$ cat src/rtl/qam_symbol_packer_if.sv
// Byte-in / symbol-out bundle between the byte source, the packer and the QAM mapper.
// slave is the packer's view of the bundle; master is the source/mapper side.
interface qam_symbol_packer_if;
  logic [7:0] byte_i;
  logic       byte_valid_i;
  logic       last_i;
  logic       byte_ready_o;
  logic [3:0] symbol_o;
  logic       data_valid_o;
  logic       start_o;
  logic       done_flag_o;
  logic       busy_o;

  modport slave (
    input  byte_i, byte_valid_i, last_i,
    output byte_ready_o, symbol_o, data_valid_o, start_o, done_flag_o, busy_o
  );

  modport master (
    output byte_i, byte_valid_i, last_i,
    input  byte_ready_o, symbol_o, data_valid_o, start_o, done_flag_o, busy_o
  );
endinterface

$ cat src/rtl/qam_symbol_packer.sv
// Byte FIFO feeding a nibble splitter that paces 4-bit symbols to the 16-QAM mapper,
// framing each burst with start_o and done_flag_o.
//
// state   | meaning
// IDLE    | no frame, waiting for a byte in the FIFO
// START   | one-cycle start_o pulse to the mapper
// HI      | high nibble slot of the held byte
// LO      | low nibble slot; done_flag_o if the held byte ends the frame
// WAIT    | underrun inside a frame, waiting for the next byte
// DONE    | one-cycle frame tail before IDLE
module qam_symbol_packer #(
  parameter int FIFO_DEPTH = 4,
  parameter int SYM_PERIOD = 2
) (
  input logic           clk,
  input logic           rst,
  qam_symbol_packer_if.slave bus
);

  localparam int AW = $clog2(FIFO_DEPTH);
  localparam int CW = (SYM_PERIOD > 1) ? $clog2(SYM_PERIOD) : 1;

  typedef enum logic [2:0] {
    S_IDLE, S_START, S_HI, S_LO, S_WAIT, S_DONE
  } state_t;

  logic [8:0]    mem_q [FIFO_DEPTH];
  logic [AW:0]   wr_ptr_q;
  logic [AW:0]   rd_ptr_q;
  logic          full;
  logic          empty;
  logic          wr_en;
  logic          pop;
  logic [8:0]    head;

  state_t        state_q;
  logic [CW-1:0] cnt_q;
  logic [8:0]    hold_q;
  logic [3:0]    sym_q;
  logic          dv_q;
  logic          start_q;
  logic          done_q;
  logic          busy_q;
  logic          slot_end;

  assign empty = (wr_ptr_q == rd_ptr_q);
  assign full  = (wr_ptr_q[AW] != rd_ptr_q[AW]) &&
                 (wr_ptr_q[AW-1:0] == rd_ptr_q[AW-1:0]);
  assign wr_en = bus.byte_valid_i && !full;
  assign head  = mem_q[rd_ptr_q[AW-1:0]];

  assign bus.byte_ready_o = !full;
  assign bus.symbol_o     = sym_q;
  assign bus.data_valid_o = dv_q;
  assign bus.start_o      = start_q;
  assign bus.done_flag_o  = done_q;
  assign bus.busy_o       = busy_q;

  assign slot_end = (cnt_q == CW'(SYM_PERIOD - 1));

  // Every entry to HI consumes the FIFO head into the holding register.
  always_comb begin
    pop = 1'b0;
    case (state_q)
      S_START: pop = 1'b1;
      S_LO:    pop = slot_end && !hold_q[8] && !empty;
      S_WAIT:  pop = !empty;
      default: pop = 1'b0;
    endcase
  end

  always_ff @(posedge clk) begin
    if (wr_en) begin
      mem_q[wr_ptr_q[AW-1:0]] <= {bus.last_i, bus.byte_i};
    end
  end

  always_ff @(posedge clk or negedge rst) begin
    if (!rst) begin
      wr_ptr_q <= '0;
      rd_ptr_q <= '0;
    end else begin
      if (wr_en) wr_ptr_q <= wr_ptr_q + 1'b1;
      if (pop)   rd_ptr_q <= rd_ptr_q + 1'b1;
    end
  end

  always_ff @(posedge clk or negedge rst) begin
    if (!rst) begin
      state_q <= S_IDLE;
      cnt_q   <= '0;
      hold_q  <= '0;
      sym_q   <= '0;
      dv_q    <= 1'b0;
      start_q <= 1'b0;
      done_q  <= 1'b0;
      busy_q  <= 1'b0;
    end else begin
      start_q <= 1'b0;
      dv_q    <= 1'b0;
      done_q  <= 1'b0;
      cnt_q   <= '0;
      case (state_q)
        S_IDLE: begin
          if (!empty) begin
            state_q <= S_START;
            start_q <= 1'b1;
            busy_q  <= 1'b1;
          end
        end
        S_START: begin
          state_q <= S_HI;
          hold_q  <= head;
          sym_q   <= head[7:4];
          dv_q    <= 1'b1;
        end
        S_HI: begin
          if (slot_end) begin
            state_q <= S_LO;
            sym_q   <= hold_q[3:0];
            dv_q    <= 1'b1;
            done_q  <= hold_q[8];
          end else begin
            cnt_q <= cnt_q + CW'(1);
          end
        end
        S_LO: begin
          if (!slot_end) begin
            cnt_q <= cnt_q + CW'(1);
          end else if (hold_q[8]) begin
            state_q <= S_DONE;
            sym_q   <= '0;
          end else if (!empty) begin
            state_q <= S_HI;
            hold_q  <= head;
            sym_q   <= head[7:4];
            dv_q    <= 1'b1;
          end else begin
            state_q <= S_WAIT;
            sym_q   <= '0;
          end
        end
        S_WAIT: begin
          if (!empty) begin
            state_q <= S_HI;
            hold_q  <= head;
            sym_q   <= head[7:4];
            dv_q    <= 1'b1;
          end
        end
        S_DONE: begin
          state_q <= S_IDLE;
          busy_q  <= 1'b0;
        end
        default: begin
          state_q <= S_IDLE;
          sym_q   <= '0;
          busy_q  <= 1'b0;
        end
      endcase
    end
  end

endmodule

$ cat src/flat_wrapper.sv
// flat-port wrapper written by rule: the top's interface ports become plain ports
module qam_symbol_packer_flat 
#(
  parameter int FIFO_DEPTH = 4,
  parameter int SYM_PERIOD = 2
)
  (clk, rst, bus_byte_i, bus_byte_valid_i, bus_last_i, bus_byte_ready_o, bus_symbol_o, bus_data_valid_o, bus_start_o, bus_done_flag_o, bus_busy_o);
  qam_symbol_packer_if bus_i ();
  input logic clk;
  input logic rst;
  input wire logic [$bits(bus_i.byte_i)-1:0] bus_byte_i;
  input wire logic [$bits(bus_i.byte_valid_i)-1:0] bus_byte_valid_i;
  input wire logic [$bits(bus_i.last_i)-1:0] bus_last_i;
  output wire logic [$bits(bus_i.byte_ready_o)-1:0] bus_byte_ready_o;
  output wire logic [$bits(bus_i.symbol_o)-1:0] bus_symbol_o;
  output wire logic [$bits(bus_i.data_valid_o)-1:0] bus_data_valid_o;
  output wire logic [$bits(bus_i.start_o)-1:0] bus_start_o;
  output wire logic [$bits(bus_i.done_flag_o)-1:0] bus_done_flag_o;
  output wire logic [$bits(bus_i.busy_o)-1:0] bus_busy_o;
  assign bus_i.byte_i = bus_byte_i;
  assign bus_i.byte_valid_i = bus_byte_valid_i;
  assign bus_i.last_i = bus_last_i;
  assign bus_byte_ready_o = bus_i.byte_ready_o;
  assign bus_symbol_o = bus_i.symbol_o;
  assign bus_data_valid_o = bus_i.data_valid_o;
  assign bus_start_o = bus_i.start_o;
  assign bus_done_flag_o = bus_i.done_flag_o;
  assign bus_busy_o = bus_i.busy_o;
  qam_symbol_packer #(.FIFO_DEPTH(FIFO_DEPTH), .SYM_PERIOD(SYM_PERIOD)) u_core (.clk(clk), .rst(rst), .bus(bus_i));
endmodule
$ cat config.mk
export PLATFORM = sky130hd
export DESIGN_NAME = qam_symbol_packer_flat
export DESIGN_NICKNAME = d
export VERILOG_FILES = /design/src/rtl/qam_symbol_packer_if.sv /design/src/rtl/qam_symbol_packer.sv /design/src/flat_wrapper.sv
export SDC_FILE = /design/constraint.sdc
export NUM_CORES = 1
export LEC_CHECK = 0
export BUFFER_PORTS_ARGS = -buffer_cell sky130_fd_sc_hd__buf_2
export CAP_MARGIN = 5
export CELL_PAD_IN_SITES_DETAIL_PLACEMENT = 1
export CELL_PAD_IN_SITES_GLOBAL_PLACEMENT = 2
export CORE_ASPECT_RATIO = 0.8
export CORE_MARGIN = 2
export CORE_UTILIZATION = 35
export CTS_CLUSTER_SIZE = 14
export DETAILED_ROUTE_END_ITERATION = 8
export GPL_ROUTABILITY_DRIVEN = 0
export GPL_TIMING_DRIVEN = 0
export PLACE_DENSITY_LB_ADDON = 0.12
export SYNTH_ARGS = -nofsm -noshare
export SYNTH_HDL_FRONTEND = slang
export SYNTH_SLANG_ARGS = --single-unit
$ cat constraint.sdc
create_clock -name clk -period 2.2 [get_ports clk]
set_input_delay 0.22 -clock clk [delete_from_list [all_inputs] [get_ports clk]]
set_output_delay 0.22 -clock clk [all_outputs]
set_load 0.03 [all_outputs]
==> metrics.md <==
| Metric | Value |
|---|---|
| #FFs+latches synth | `59` |
| Syn. warnings | `0` |
| DRC viols | `0` |
| Metal2 WL | `between 2 and 2.5 mm` |
| Switching Share | `a little over a third` |
| Internal power | `~3 mW` |
| Gate Count Post-Synth | `158` |
| Via density per instance | `about 5.0` |
| Largest family of logic cells by synthesized area | `multiplexers` |
| Leakage | `approximately 1.2 nW` |
| # clock sinks | `just under 60` |
| Area Growth Syn to Fin | `17.9%` |
| Ys async rst share | `between 30% and 40%` |
| Dpl ws | `-0.0696 ns` |
| Top-Level Pins | `21` |
| # setup viols final | `0` |
| Worst Path Max Fanout | `7` |
| Post-synth top area share | `a little over two fifths` |
| Clock Skew | `slightly above 0.008 ns` |
| Max cap viols | `0` |
| Core region area | `approximately 6900 um^2` |
| Worst setup path start | `u_core.wr_ptr_q[1]$_DFFE_PN0N_` |
| Die area | `around 7800 um^2` |
| Period utilisation layout | `90.3%` |
| Worst path arrival time | `~2.2 ns` |
| Placed cell area | `approximately 2700 um^2` |
| Pin count of the biggest net entering global routing | `24` |
| Total grt overflow | `0` |
| Top Metal Used | `met4` |
| FP Rows | `27` |
| Overall Power | `roughly 4.7 mW` |
| Least-Margin Pin Slew | `between 0.5 and 0.6 ns` |
| CTS tree | `built` |
| Final hold vios | `0` |
| First-pass GRT wire length | `8.16 mm` |
| Hold Slack | `0.0950 ns` |
| Mapped Nets | `about 180` |
| Type of the tightest min-delay check | `input pin to register` |
| Number of post-CTS setup repair buffers | `0` |
| Reg power frac | `between 30 and 40%` |
| H-tree depth | `3` |
| Synth area leaders | `edfxtp_1 43%, dfrtp_1 23%, mux4_2 8.2%, mux2_4 3.0%, ha_1 2.5%` |
| Met3 wire length | `around 210 um` |
| Hold Crit Start | `bus_byte_i[1]` |
| Worst setup SP type | `register` |
| Post-synthesis adder-cell area fraction | `between 2 and 3%` |
| Initial antenna violation count | `0` |
| Syn_area_per_cell | `about 16 um^2` |
| Number of flops mapped to enable cells by yosys | `36` |
| Drt wl/cell | `between 15 and 20 um` |
| Vias in the first global route | `roughly 1.6k` |
| VDD IR-drop max | `roughly 0.45 mV` |
| Fmax | `503 MHz` |
| Combinational power share | `39.4%` |
| Port Buf Inserts | `20` |
| CTS root buf | `clkbuf_8` |
| Slew headroom | `about three fifths` |
| Final Critical Period | `1.99 ns` |
| Clock buffer depth | `2` |
| Worst Setup End Kind | `register` |
| Most frequent cells in the layout | `36 x edfxtp_1, 23 x dfrtp_1, 22 x buf_2` |
| Initial Util | `between 30% and 40%` |
| Compound-cell area share of the yosys netlist | `8.05%` |
| Clock group share of total power | `a little under a quarter` |
| Seq/Total Area, Yosys | `between 60% and 70%` |
| Finished Cell Area | `2930 um^2` |
| Final HPWL DP | `3.35 mm` |
| Most common cell after layout, fill and taps aside | `edfxtp_1` |
| Vias | `1420` |
| Wl on met1 | `2.26 mm` |
| Clk slew on worst S/H paths | `roughly 0.07 ns` |
| Final Net Count | `just over 200` |
| R2r startpoint | `u_core.wr_ptr_q[1]$_DFFE_PN0N_` |
| Yosys cell types | `37` |
| Die W | `a little under 100 um` |
| Cell area power density | `about 1600 nW/um^2` |
| Post-Syn Area | `approximately 2500 um^2` |
| Max-slew violations | `0` |
| Post-synthesis simple-gate area fraction | `roughly 6.9%` |
| Clk_lat worst skew | `approximately 0.34 ns` |
| GRT Resource Usage Total | `roughly 14%` |
| Antenna diodes | `0` |
| Final setup margin | `between 0.2 and 0.25 ns` |
| Multiplexer share of the synthesized area | `approximately 11%` |
| CTS Buf Count | `9` |
| Status | `completed` |
| Net switching power | `1.70 mW` |
| Critical path class | `register to register` |
| Post-route ant nets | `0` |
| Ys flop type | `edfxtp_1` |
| Die Y | `slightly below 80 um` |
| Iter 0 DRT Violations | `35` |
| RSZ-0062 raised after global routing | `false` |
| DRT Pass-1 Iters | `4` |
| Worst endpoint required time | `2.42 ns` |
| Share of layout cells above drive strength 1 | `between 30% and 40%` |
| Synth Area in XOR/XNOR | `2.77%` |
| WL final | `roughly 5 mm` |
| Largest area contributor in the netlist | `edfxtp_1` |
worst max-delay path: stages (launching register included):
cell and delay (ns):
dfrtp_1 0.44, xor2_1 0.23, o31a_1 0.39, and3_4 0.22, nor2_4 0.26, mux2_4 0.33
per-layer routing:
layer | up-vias | global-route usage [%]
li1 | 655 | -
met1 | 734 | 17.7
met2 | 25 | 22.3
met3 | 6 | 6.22
met4 | 0 | 4.93
met5 | - | 0
through the flow:
step,std cells,utilization [%],TNS (ns)
final,282,42.5,0
after global routing,282,42.5,0
after CTS,282,42.5,0
after detailed placement,265,39.1,-1.35
after global placement,265,39.1,-0.203
after floorplan,158,-,0
worst paths after layout:
kind                                                      endpoint  slack [ns]  cells past startpoint
worst max-delay path                  u_core.hold_q[3]$_DFFE_PN0P_        0.21                      5
worst min-delay path                  u_core.mem_q[1][1]$_DFFE_PP_        0.09                      1
worst max register to register        u_core.hold_q[3]$_DFFE_PN0P_        0.21                      5
worst min register to register  u_core.bus.symbol_o[1]$_DFFE_PN0P_        0.50                      1
max in group asynchronous       u_core.bus.symbol_o[0]$_DFFE_PN0P_        1.43                      2
min in group asynchronous           u_core.wr_ptr_q[0]$_DFFE_PN0N_        0.40                      2
synth_stat cells, types with 2 or more instances:
| cell | number |
|---|---|
| edfxtp_1 | 36 |
| dfrtp_1 | 23 |
| nand2_1 | 12 |
| inv_1 | 9 |
| mux4_2 | 9 |
| nor2_1 | 8 |
| o21ai_0 | 8 |
| ha_1 | 5 |
| mux2_4 | 5 |
| a22o_1 | 4 |
| and2_1 | 4 |
| xnor2_1 | 3 |
| xor2_1 | 3 |
| a21oi_1 | 2 |
| a21oi_2 | 2 |
| buf_2 | 2 |
| nand2b_1 | 2 |
| o22ai_1 | 2 |
timing repair:
item | in CTS | in global routing
hold endpoints to repair | 23 | 0
resized for setup | 4 | 1
hold buffers | 1 | 0
setup endpoints to repair | 37 | 36
sequential cells by signal (all words and copies together) (netlist names):
signal                   flops
u_core.hold_q                5
u_core.bus.start_o           1
u_core.state_q               3
u_core.bus.symbol_o          4
u_core.mem_q                36
u_core.bus.busy_o            1
u_core.rd_ptr_q              3
u_core.bus.data_valid_o      1
u_core.cnt_q                 1
u_core.wr_ptr_q              3
u_core.bus.done_flag_o       1
kinds of logic after synthesis:
kind of cell | count (synthesis)
multiplexers | 14
adder cells (fa/ha/maj) | 5
AND/OR/NAND/NOR | 33
buffers and inverters | 12
flip-flops | 59
AO/OA/AOI/OAI | 28
XOR/XNOR | 7
power by group through the flow:
stage / sequential [mW] / clock (mW) / combinational [mW]
after floorplan: 1.81 / 0 / 1.31
after detailed placement: 1.77 / 0 / 1.85
after CTS: 1.75 / 1.11 / 1.86
after global placement: 1.74 / 0 / 1.81
final: 1.74 / 1.08 / 1.84
after global routing: 1.78 / 1.16 / 2.04
final cells by class:
| cell class | instances | area (um^2) |
|---|---|---|
| sequential | 59 | 1660 |
| tap | 87 | 109 |
| inverter | 9 | 33.8 |
| multi-input combinational | 87 | 791 |
| clock buffer | 10 | 128 |
| fill | 727 | 3960 |
| buffer | 3 | 13.8 |
| clock inverter | 6 | 88.8 |
| timing repair buffer | 21 | 110 |
(Power assumes the default switching activity.)
